--- config.mk ---
export PLATFORM = sky130hd
export DESIGN_NAME = dmem_port_arbiter
export DESIGN_NICKNAME = d
export VERILOG_FILES = /design/src/rtl/dmem_port_arbiter_pkg.sv /design/src/rtl/dmem_lane_steer.sv /design/src/rtl/dmem_port_arbiter.sv
export SDC_FILE = /design/constraint.sdc
export NUM_CORES = 1
export LEC_CHECK = 0
export ABC_AREA = 1
export CAP_MARGIN = 20
export CELL_PAD_IN_SITES_DETAIL_PLACEMENT = 1
export CELL_PAD_IN_SITES_GLOBAL_PLACEMENT = 2
export CORE_UTILIZATION = 12
export CTS_BUF_LIST = sky130_fd_sc_hd__clkbuf_16
export DETAILED_ROUTE_END_ITERATION = 8
export PLACE_DENSITY_LB_ADDON = 0.1
export RECOVER_POWER = 25
export SYNTH_ARGS = -nofsm -noshare
export SYNTH_HDL_FRONTEND = slang
export SYNTH_HIERARCHICAL = 1
export SYNTH_SLANG_ARGS = --single-unit
--- constraint.sdc ---
create_clock -name clk -period 1.65 [get_ports clk]
set_clock_uncertainty 0.1 [all_clocks]
set_input_delay 0.165 -clock clk [delete_from_list [all_inputs] [get_ports clk]]
set_output_delay 0.165 -clock clk [all_outputs]
set_load 0.03 [all_outputs]
--- src/rtl/dmem_port_arbiter_pkg.sv ---
// Shared types and helpers for the data-memory port arbiter and its lane steering.
// Also hosts the RV32I load/store opcode enum used by the LSU side of the core.
package dmem_port_arbiter_pkg;

  typedef enum logic [2:0] {
    RV_LB, RV_LH, RV_LW, RV_LBU, RV_LHU, RV_SB, RV_SH, RV_SW
  } rv32i_instr_e;

  typedef enum logic [1:0] {
    MEM_B = 2'b00,
    MEM_H = 2'b01,
    MEM_W = 2'b10
  } mem_size_e;

  typedef enum logic {
    OWN_IF  = 1'b0,
    OWN_LSU = 1'b1
  } owner_e;

  // Encoding 2'b11 is accepted as a word access.
  function automatic mem_size_e decode_size(input logic [1:0] size);
    case (size)
      2'b00:   decode_size = MEM_B;
      2'b01:   decode_size = MEM_H;
      default: decode_size = MEM_W;
    endcase
  endfunction

  function automatic logic [3:0] byte_en(input mem_size_e size, input logic [1:0] off);
    case (size)
      MEM_B:   byte_en = 4'b0001 << off;
      MEM_H:   byte_en = 4'b0011 << {off[1], 1'b0};
      default: byte_en = 4'b1111;
    endcase
  endfunction

endpackage

--- src/rtl/dmem_lane_steer.sv ---
// Combinational store-lane steering: byte enables, replicated write data and
// misalignment detection for one LSU access.
module dmem_lane_steer
  import dmem_port_arbiter_pkg::*;
(
  input  logic [1:0]  size,
  input  logic [1:0]  offset,
  input  logic [31:0] wdata,
  output logic [3:0]  we,
  output logic [31:0] lane_wdata,
  output logic        misaligned
);

  mem_size_e sz;

  // Replicating the data lets the byte enables alone select the target lanes.
  always_comb begin
    sz         = decode_size(size);
    we         = byte_en(sz, offset);
    lane_wdata = wdata;
    misaligned = 1'b0;
    case (sz)
      MEM_B: begin
        lane_wdata = {4{wdata[7:0]}};
      end
      MEM_H: begin
        lane_wdata = {2{wdata[15:0]}};
        misaligned = offset[0];
      end
      default: begin
        lane_wdata = wdata;
        misaligned = |offset;
      end
    endcase
  end

endmodule

--- src/rtl/dmem_port_arbiter.sv ---
// Arbitrates fetch and LSU onto one single-ported, 1-cycle-latency data memory,
// with a fairness streak limit and a response tag for routing read data back.
module dmem_port_arbiter
  import dmem_port_arbiter_pkg::*;
#(
  parameter int FAIR_LIMIT = 4,
  parameter int ADDR_W     = 32
) (
  input  logic              clk,
  input  logic              rst,
  input  logic              if_req,
  input  logic [ADDR_W-1:0] if_addr,
  output logic              if_gnt,
  output logic              if_rvalid,
  output logic [31:0]       if_rdata,
  input  logic              lsu_read_en,
  input  logic              lsu_write_en,
  input  logic [ADDR_W-1:0] lsu_addr,
  input  logic [1:0]        lsu_size,
  input  logic [31:0]       lsu_wdata,
  output logic              lsu_gnt,
  output logic              lsu_rvalid,
  output logic [31:0]       lsu_rdata,
  output logic              misalign_err,
  output logic              stall,
  output logic              mem_en,
  output logic [3:0]        mem_we,
  output logic [ADDR_W-1:0] mem_addr,
  output logic [31:0]       mem_wdata,
  input  logic [31:0]       mem_rdata
);

  localparam int STREAK_W = 4;
  localparam logic [STREAK_W-1:0] LIMIT = STREAK_W'(FAIR_LIMIT);

  logic [STREAK_W-1:0] streak, streak_nxt;
  logic                rsp_valid, rsp_read;
  owner_e              rsp_owner;
  logic [1:0]          rsp_off;

  logic        lsu_req, fetch_force, lsu_issue;
  logic [3:0]  steer_we;
  logic [31:0] steer_wdata;
  logic        misaligned;

  assign lsu_req = lsu_read_en | lsu_write_en;

  dmem_lane_steer u_steer (
    .size       (lsu_size),
    .offset     (lsu_addr[1:0]),
    .wdata      (lsu_wdata),
    .we         (steer_we),
    .lane_wdata (steer_wdata),
    .misaligned (misaligned)
  );

  // LSU (older instruction) wins unless fetch has starved for FAIR_LIMIT grants.
  always_comb begin
    fetch_force = 1'b0;
    if_gnt      = 1'b0;
    lsu_gnt     = 1'b0;
    if (!rst) begin
      fetch_force = if_req && (streak == LIMIT);
      if (lsu_req && !fetch_force) lsu_gnt = 1'b1;
      else if (if_req)             if_gnt  = 1'b1;
    end
  end

  assign stall        = !rst && ((if_req && !if_gnt) || (lsu_req && !lsu_gnt));
  assign misalign_err = lsu_gnt && misaligned;
  assign lsu_issue    = lsu_gnt && !misaligned;

  always_comb begin
    mem_en    = 1'b0;
    mem_we    = 4'b0000;
    mem_addr  = '0;
    mem_wdata = '0;
    if (if_gnt) begin
      mem_en   = 1'b1;
      mem_addr = {if_addr[ADDR_W-1:2], 2'b00};
    end else if (lsu_issue) begin
      mem_en   = 1'b1;
      mem_addr = {lsu_addr[ADDR_W-1:2], 2'b00};
      if (lsu_write_en) begin
        mem_we    = steer_we;
        mem_wdata = steer_wdata;
      end
    end
  end

  always_comb begin
    streak_nxt = streak;
    if (!if_req || if_gnt) streak_nxt = '0;
    else if (lsu_gnt)      streak_nxt = streak + 1'b1;
  end

  // The tag remembers who owns the data arriving next cycle and how to align it.
  always_ff @(posedge clk) begin
    if (rst) begin
      streak    <= '0;
      rsp_valid <= 1'b0;
      rsp_read  <= 1'b0;
      rsp_owner <= OWN_IF;
      rsp_off   <= 2'b00;
    end else begin
      streak    <= streak_nxt;
      rsp_valid <= if_gnt || lsu_issue;
      if (if_gnt || lsu_gnt) begin
        rsp_read  <= if_gnt || lsu_read_en;
        rsp_owner <= if_gnt ? OWN_IF : OWN_LSU;
        rsp_off   <= if_gnt ? if_addr[1:0] : lsu_addr[1:0];
      end
    end
  end

  assign if_rvalid  = !rst && rsp_valid && rsp_read && (rsp_owner == OWN_IF);
  assign lsu_rvalid = !rst && rsp_valid && rsp_read && (rsp_owner == OWN_LSU);
  assign if_rdata   = if_rvalid  ? mem_rdata : 32'h0;
  assign lsu_rdata  = lsu_rvalid ? (mem_rdata >> {rsp_off, 3'b000}) : 32'h0;

endmodule

; After elaboration in Yosys (flattened, before gate mapping)
; Cells that the tools add are included.
[classes]
bitwise_logic = 2
n_eq_ne = 3
shift = 3
reduce_logical = 26
n_mux = 23
n_addsub = 1
[ops]
columns = operator, n
row1 = 32-bit two-way mux, 7
row2 = 32-bit one-hot mux with 2 select lines, 1
row3 = 32-bit by 5-bit >> shifter with 32-bit output, 1
row4 = 4-bit two-way mux, 3
row5 = 1-bit logical AND, 11
row6 = 1-bit two-way mux, 8
row7 = 4-bit one-hot mux with 2 select lines, 1
row8 = 1-bit logical NOT, 6
row9 = 1-bit logical OR, 5
row10 = 4-bit by 1-bit adder with 4-bit output (second input constant), 1
row11 = 2-bit by 1-bit equality test with 1-bit output (second input constant), 2
row12 = 4-bit by 3-bit equality test with 1-bit output (second input constant), 1
row13 = 2-bit logical NOT, 2
row14 = 2-bit one-hot mux with 2 select lines, 1
row15 = 2-bit OR reduction, 2
row16 = 1-bit by 2-bit << shifter with 4-bit output (first input constant), 1
row17 = 2-bit by 2-bit << shifter with 4-bit output (first input constant), 1
row18 = 2-bit two-way mux, 1
row19 = 1-bit one-hot mux with 2 select lines, 1
row20 = 1-bit inverter, 1
row21 = 1-bit OR, 1
[word_totals]
register_bits = 9
wordCells = 63

; Longest topological paths before layout
; Gate-level depths: netlist of run 1.
[logic_depth]
word_depth = 10
ltp_mapped = 9
ltp_nobuf = 8

; Hierarchy
; The synthesis of run 1 kept the hierarchy.
[by_module_without_submodules]
columns = module, cells_each, area_per_inst_um2, n_inst
row1 = dmem_port_arbiter, 421, 2102.0, 1
row2 = dmem_lane_steer, 100, 616.8, 1

; Worst setup path before layout of run 1
; No wires, ideal clock.
[synth_timing]
path_kind = flip-flop to output port
start = register rsp_read
end = output port if_rdata[10]
required_ns = 1.385
arrival_time_ns = 1.969
path_buffers = 1
setup_slack_ns = -0.584
stages_incl_launch_ff = 6
path_cell_list = dfxtp_1 > nand2_1 > nor3_1 > inv_1 > clkbuf_1 > nor2_1
[synth_between]
elab_chain_cells = 3
[synth_lines]
columns = item, line_no
row1 = "start, declared", dmem_port_arbiter.sv:37  ; logic rsp_valid, rsp_read;
row2 = "start signal, assigned", dmem_port_arbiter.sv:109  ; rsp_read <= if_gnt || lsu_read_en;
row3 = 1-bit logical AND (2 in series), dmem_port_arbiter.sv:116  ; assign if_rvalid = !rst && rsp_valid && rsp_read && (rsp_owner == OWN_IF);
row4 = named net if_rvalid, dmem_port_arbiter.sv:14  ; output logic if_rvalid,
row5 = 32-bit two-way mux, dmem_port_arbiter.sv:118  ; assign if_rdata = if_rvalid ? mem_rdata : 32'h0;
row6 = "end, declared", dmem_port_arbiter.sv:15  ; output logic [31:0] if_rdata,
; The timed path passes the listed nets, and every way through them passes these cells.

; Worst setup path in the final report of run 1
[layout_timing]
start = register streak[0]
end = output port mem_wdata[11]
[layout_between]
elab_chain_cells = 9
elab_cells_between_ends = 11
classes_between = eq/ne (1) / mux (6) / reduce/logical (4)
[layout_lines]
columns = item, line_no
row1 = "start, declared", dmem_port_arbiter.sv:36  ; logic [STREAK_W-1:0] streak, streak_nxt;
row2 = "start signal, assigned", dmem_port_arbiter.sv:106  ; streak <= streak_nxt;
row3 = 4-bit by 3-bit equality test with 1-bit output *, dmem_port_arbiter.sv:63  ; fetch_force = if_req && (streak == LIMIT);
row4 = 1-bit logical AND *, dmem_port_arbiter.sv:63
row5 = 1-bit logical NOT *, dmem_port_arbiter.sv:64  ; if (lsu_req && !fetch_force) lsu_gnt = 1'b1;
row6 = 1-bit logical AND *, dmem_port_arbiter.sv:64
row7 = 1-bit two-way mux, dmem_port_arbiter.sv:64
row8 = 1-bit two-way mux, dmem_port_arbiter.sv:62  ; if (!rst) begin
row9 = 1-bit logical AND, dmem_port_arbiter.sv:71  ; assign lsu_issue = lsu_gnt && !misaligned;
row10 = 32-bit two-way mux, dmem_port_arbiter.sv:81  ; end else if (lsu_issue) begin
row11 = 32-bit two-way mux *, dmem_port_arbiter.sv:78  ; if (if_gnt) begin
row12 = "end, declared", dmem_port_arbiter.sv:29  ; output logic [31:0] mem_wdata,
; Every way passes the cells marked *; elsewhere a longest branch is shown, timed or not.

==> results of run 1 <==
-- timing repair --
item	in CTS	in global routing
buffers inserted	18	6
pin swaps	30	28
cloned	12	5
endpoints found under the setup margin	135	138
resized for setup	280	81
-- how the worst min path moves through the flow --
stage                     end  cells after the start
finish              rsp_owner                      3
global route        rsp_owner                      3
CTS                 rsp_owner                      3
detailed placement  streak[3]                      2
global placement    streak[3]                      2
floorplan           rsp_owner                      1
-- flip-flops by register name, indices dropped and copies added, names as in the netlist --
name,cells
streak,4
rsp_off,2
rsp_owner,1
rsp_read,1
rsp_valid,1
-- cell families (layout without fill, tap and decap cells) --
kind of cell | count (synthesis) | after routing | share of synthesized area (%)
compound gates | 69 | 69 | 14.36
xor+xnor | 2 | 2 | 0.6444
fa+ha+maj | 2 | 2 | 0.9202
buf+inv | 101 | 446 | 20.39
flops | 9 | 9 | 6.627
other cells | 1 | 3 | 0.1379
simple gates | 337 | 338 | 56.93
-- metal layers --
| metal | part of all wire [%] | vias up | routed length, um |
|---|---|---|---|
| li1 | - | 2332 | - |
| met1 | 40 | 2195 | 7943 |
| met2 | 52 | 185 | 10390 |
| met3 | 5.5 | 21 | 1096 |
| met4 | 2.0 | 0 | 393 |
| met5 | 0 | - | 0 |
-- area by class of cell --
type	count	area [um2]	area share, %
Sequential cell	9	196.4	2.349
Clock buffer	3	75.07	0.8977
Tap cell	280	350.3	4.189
Antenna cell	1	2.502	0.02992
Timing Repair Buffer	389	4344	51.94
Inverter	53	237.7	2.843
Multi-Input combinational cell	413	3153	37.70
Clock inverter	1	3.754	0.04488
-- power by group --
part	total [mW]	internal, mW	switching [mW]
Combinational	1.98	0.968	1.02
Clock	0.438	0.318	0.119
Sequential	0.248	0.231	0.0171
Total	2.67	1.52	1.15
-- critical path, stage by stage, from the launching register on --
cell and delay [ns]:
dfxtp_2 0.32, inv_2 0.05, ha_4 0.16, nand4_4 0.08, nand3_4 0.10, inv_8 0.11
nand2_8 0.11, buf_12 0.19, nor2_4 0.10, buf_6 0.13
-- placed cells by master (no fill, tap or decap), drive strengths merged --
cell type | netlist | routed
a211oi | 16 | 16
a21oi | 22 | 22
a31oi | 1 | 1
buf | 32 | 250
clkbuf | 16 | 8
clkdlybuf4s50 | 0 | 127
clkinv | 0 | 2
clkinvlp | 0 | 1
conb | 1 | 2
dfxtp | 9 | 9
diode | 0 | 1
dlygate4sd2 | 0 | 6
dlymetal6s2s | 0 | 1
ha | 2 | 2
inv | 53 | 51
nand2 | 172 | 173
nand3 | 49 | 49
nand3b | 2 | 2
nand4 | 2 | 2
nor2 | 92 | 92
nor3 | 20 | 20
o21ai | 30 | 30
xor2 | 2 | 2
-- per-stage QoR --
| step | total power, mW | setup TNS [ns] | cell area [um2] |
|---|---|---|---|
| 3_5_place_dp | 1.741 | -28.94 | 6377 |
| 2_1_floorplan | 0.9685 | -4.576 | 3207 |
| 4_1_cts | 2.576 | -14.29 | 7909 |
| 3_3_place_gp | 1.724 | -25.81 | 6377 |
| 5_1_grt | 2.821 | -24.72 | 8361 |
| 6_report | 2.671 | -14.23 | 8363 |
==> results by group, run 1 <==
Cells and area
  – Layout area overhead: 207.6%
  – Final nets: 1006
  – Share of cells above drive strength 1: 53.80%
  – Final Util: 37.97%
  – Layout Cells excl Fill: 1149
  – Filler cell count in the final layout: 2550

Die
  – Core area: 22030 um2
  – Die X-Extent: 152.5 um
  – # rows: 54
  – Starting density of the core: 12.34%
  – DIE HEIGHT: 152.5 um
  – I/O pin cnt: 274
  – Die area: 23260 um2

CTS
  – CTS sink cnt: 9
  – Num CTS Buffers: 3
  – CTS H-tree depth: 1
  – Clock latency on the worst-skew pair: 0.24 ns
  – Clock slew at reported path FFs: 0.04 ns
  – # hold bufs at CTS: 0
  – CTS tree: yes
  – Clock Tree Root: clkbuf_16
  – Clock tree buffer depth: 2

Logic synthesis
  – Post-synth top cells: nand2_1, nor2_1, inv_1
  – Most frequent cell after synthesis: nand2_1
  – Main flop type after synthesis: dfxtp_1
  – Synthesized instance count: 521
  – Post-synthesis sequential area ratio: 6.627%
  – EDFF count, synth: 0
  – Area share of the largest cell type after synthesis: 23.06%
  – Synth unique cells: 33
  – Asr flop ratio synth: 0%
  – Seq cells post-synth: 9
  – Post-Syn Area: 2719 um2
  – Area contributors post-synth: nand2_1, nor2_1, dfxtp_1, inv_1, nand3_1
  – Area leader, netlist: nand2_1
  – Total number of yosys warnings: 6
  – Syn avg cell area: 5.219 um2

STA
  – Finish-stage setup viols: 129
  – RSZ-0062 raised after global routing: yes
  – Hold Worst Slack: 0.3549 ns
  – Hold Vio Cnt, Final: 0
  – Final Slew Violations: 0
  – PnR worst setup slack: -0.2034 ns
  – Fin crit share: 112.3%
  – Fin crit period: 1.853 ns
  – FMAX: 0.5396 GHz

Place
  – DP Cell Count: 1107
  – Post-detail-place hpwl: 14.14 mm
  – Dpl ws: -0.3339 ns
  – # port buffers: 271
  – Routability congestion estimate: 0.8011

Worst hold path
  – Hold crit path type: in -> reg
  – Critical hold path startpoint: rst

GRT
  – Initial antenna violation count: 1
  – Vias in the first global route: 5277
  – GRT met3 Usage: 2.730%
  – Grt met1 use: 19.00%
  – Global-route wire length before repair: 30.02 mm
  – Grt ovf: 0
  – Routing usage on met2: 30.48%
  – GRT Resource Usage Total: 16.10%
  – Gr busiest metal: met2
  – Largest net degree at the start of global routing: 37

Worst setup path
  – Critical Path AT: 1.59 ns
  – Worst reg-to-reg path cell count: 10
  – FF-to-FF End: streak[2]
  – Worst setup SP type: flip-flop
  – Flop2flop setup slack: 0.11 ns
  – Worst r2r src: streak[0]
  – CP endpoint kind: output pin
  – Worst-path maximum fanout: 8
  – CP startpoint: streak[0]
  – Kind of critical path: reg -> out
  – Worst path required time: 1.38 ns
  – Setup crit end: mem_wdata[11]

Pwr
  – Pwr dens: 319.4 nW/um2
  – Max VDD drop: 0.0002368 V
  – Leakage power: 3.649 nW

Run status
  – Violated checks: design-rule violations, negative setup slack
  – Status: finished with violations

Routing
  – Antenna viol nets, final: 0
  – DRC errors left: 40
  – Routed Wire Length: 19.83 mm
  – DRT iter0 DRCs: 117
  – Avg WL per Cell: 17.26 um
  – Via/cell ratio: 4.119
  – TritonRoute pass-1 iters: 7
  – DR vias: 4733

Run
  – Max cap viols: 0
(Power assumes the default switching activity.)
==> inputs of run 2 (changes only) <==
CAP_MARGIN = 10   (was 20)
==> results of run 2 <==
The final DEF is identical to that of run 1; final timing and power are the same.
==> inputs of run 3 (changes only) <==
ABC_CLOCK_PERIOD_IN_PS = 1650   (was not set)
CORE_UTILIZATION = 10   (was 12)
SYNTH_HIERARCHICAL = not set   (was 1)
==> results by group, run 3 <==
CTS
  – Clock slew at reported path FFs: 0.04 ns (about the same)
  – Clock tree buffer depth: 2 (unchanged)
  – CTS H-tree depth: 1 (unchanged)
  – Clock latency on the worst-skew pair: 0.24 ns (about the same)
  – CTS sink cnt: 9 (unchanged)
  – CTS tree: yes
  – Clock Tree Root: clkbuf_16
  – Num CTS Buffers: 3 (unchanged)

Worst setup path
  – Worst setup SP type: flip-flop
  – Cell mode on critical path: buf_6
  – Max stage delay cell, worst path: dfxtp_2
  – Worst path top cell family by delay: buffers and inverters
  – CP endpoint kind: output pin
  – Crit path cell chain: inv_2 > ha_4 > nand4_1 > buf_6 > nand3_4 > nor2_4 > buf_6 > nand2_8 > buf_12 > nor2_4 > buf_6
  – Bufs and invs on worst path: 5 (+1)
  – CP max stage delay: 0.33 ns (about the same)
  – Worst-path maximum fanout: 7 (-1)
  – CP startpoint: streak[1]
  – Worst r2r src: streak[1]
  – Kind of critical path: reg -> out
  – Critical Path AT: 1.82 ns (+0.23 ns)
  – Worst path required time: 1.38 ns (about the same)
  – Worst reg-to-reg path cell count: 11 (+1)
  – Crit. path cell count: 11 (+2)

Cells and area
  – # diodes: 0 (-1)
  – Filler cell count in the final layout: 2428 (-4.8%)
  – Largest register by flop count: streak
  – Final nets: 989 (-1.7%)
  – Share of cells above drive strength 1: 59.58% (+5.8 points)
  – Leading cell type in the layout, fill and taps excluded: buf_6
  – Layout area overhead: 290.6%
  – Final Util: 40.22% (+2.3 points)
  – Layout Cells excl Fill: 1126 (-2.0%)
  – Top Registers: streak (4), rsp_off (2)
  – Final non-filler cell area: 8562 um2 (+2.4%)
  – Most frequent cells in the layout: buf_6, clkdlybuf4s50_1, nor2_4
  – Max reg flops: 4 (unchanged)

Pwr
  – Leakage power: 3.698 nW (+1.3%)
  – Pwr dens: 305.0 nW/um2 (-4.5%)
  – Overall power: 2.612 mW (-2.2%)
  – Max VDD drop: 0.0002385 V (+0.70%)

Logic synthesis
  – Total number of yosys warnings: 0 (-6)
  – Main flop type after synthesis: dfxtp_1
  – Synthesized instance count: 472 (-9.4%)
  – EDFF count, synth: 0 (unchanged)
  – Syn avg cell area: 4.644 um2 (-11%)
  – Synth unique cells: 25 (-24%)
  – Area share of the largest cell type after synthesis: 22.26% (-0.80 points)
  – Post-Syn Area: 2192 um2 (-19%)
  – Post-synthesis sequential area ratio: 8.219% (+1.6 points)
  – Area contributors post-synth: nand2_1, nor2_1, inv_1, o21ai_0, dfxtp_1
  – Post-synth top cells: nand2_1, nor2_1, inv_1
  – Seq cells post-synth: 9 (unchanged)
  – Asr flop ratio synth: 0% (unchanged)
  – Most frequent cell after synthesis: nand2_1
  – Area leader, netlist: nand2_1

Die
  – # rows: 53 (-1.9%)
  – Die area: 22520 um2 (-3.2%)
  – Starting density of the core: 10.30% (-2.0 points)
  – DIE HEIGHT: 150.1 um (-1.6%)
  – I/O pin cnt: 274 (unchanged)
  – Die X-Extent: 150.1 um (-1.6%)
  – Core area: 21290 um2 (-3.4%)

STA
  – Final Slew Violations: 0 (unchanged)
  – Total negative slack: -28.66 ns (-14.44 ns)
  – Fin crit period: 2.087 ns (+0.2335 ns)
  – RSZ-0062 raised after global routing: yes
  – PnR worst setup slack: -0.4369 ns (-0.2335 ns)
  – Hold Vio Cnt, Final: 0 (unchanged)
  – Finish-stage setup viols: 110 (-15%)
  – FMAX: 0.4792 GHz (-11%)
  – Fin crit share: 126.5% (+14 points)
  – Hold Worst Slack: 0.1617 ns (-0.1931 ns)

Worst hold path
  – Hold crit path type: in -> reg
  – Hold depth: 3 (unchanged)
  – Critical hold path startpoint: rst

GRT
  – Global-route wire length before repair: 27.46 mm (-8.5%)
  – Grt ovf: 0 (unchanged)
  – Vias in the first global route: 5076 (-3.8%)
  – GRT Resource Usage Total: 15.91% (-0.19 points)
  – Initial antenna violation count: 0 (-1)
  – Largest net degree at the start of global routing: 27 (-27%)

Place
  – DP Cell Count: 1079 (-2.5%)
  – Post-detail-place hpwl: 13.65 mm (-3.5%)
  – Routability congestion estimate: 0.7736 (-3.4%)
  – Dpl ws: -0.4566 ns (-0.1226 ns)
  – Placed inst area: 6309 um2 (-1.1%)
  – # port buffers: 271 (unchanged)

Run
  – Max cap viols: 0 (unchanged)

Routing
  – Routed Wire Length: 19.17 mm (-3.3%)
  – Antenna viol nets, final: 0 (unchanged)
  – DRT iter0 DRCs: 48 (-59%)
  – Avg WL per Cell: 17.02 um (-1.4%)
  – DR vias: 4573 (-3.4%)
  – TritonRoute pass-1 iters: 4 (-3)
  – DRC errors left: 0 (-100%)
  – Via/cell ratio: 4.061 (-1.4%)

Run status
  – Status: finished with violations
  – Violated checks: negative setup slack
## run 3: area by class of cell
cell class / instances / area (um2) / share of cell area (%)
well taps: 275 / 344.1 / 4.019
multi-input cells: 357 / 2980 / 34.81
repair buffers: 402 / 4628 / 54.06
clock buffers: 3 / 75.07 / 0.8768
flip-flops and latches: 9 / 192.7 / 2.250
clock inverters: 1 / 3.754 / 0.04384
inverters: 79 / 337.8 / 3.946
## run 3: layer usage
| metal | wire (um) | share of wire (%) | GRT usage (%) | vias to the layer above |
|---|---|---|---|---|
| li1 | - | - | - | 2227 |
| met1 | 6697 | 35 | 16.28 | 2133 |
| met2 | 10700 | 56 | 32.38 | 193 |
| met3 | 1418 | 7.4 | 3.689 | 20 |
| met4 | 347 | 1.8 | 2.727 | 0 |
| met5 | 0 | 0 | 0 | - |
## run 3: where the power goes
part           switching (mW)  total (mW)  internal (mW)
clock network           0.113       0.430          0.317
logic                   0.960        1.93          0.974
registers              0.0155       0.247          0.231
total                    1.09        2.61           1.52
## run 3: logic make-up after synthesis
family	share of synthesized area, %
and+or+nand+nor	47.15
buffers and inverters	19.35
other	0.1711
DFF	8.219
adders and majority gates	1.141
AOI/OAI and AO/OA	23.17
xor gates and xnor gates	0.7992
## run 3: path summary, 6_finish.rpt
check / to / slack, ns
worst max-delay path: mem_wdata[25] / -0.44
worst min-delay path: rsp_owner / 0.16
worst max register to register: rsp_valid / 0.04
worst min register to register: streak[3] / 0.37
## run 3: worst min-delay path, delay by kind of cell
family,cells,cell delay (ns)
buf+inv,2,0.25
compound gates,1,0.04
## run 3: what timing repair did
item                                    4_1_cts  5_1_grt
hold endpoints to repair                      0        0
resized for setup                           304      126
pin swaps                                    43       24
gates cloned                                 14        3
buffers inserted                             23       10
hold buffers                                  0        0
endpoints found under the setup margin      137      140
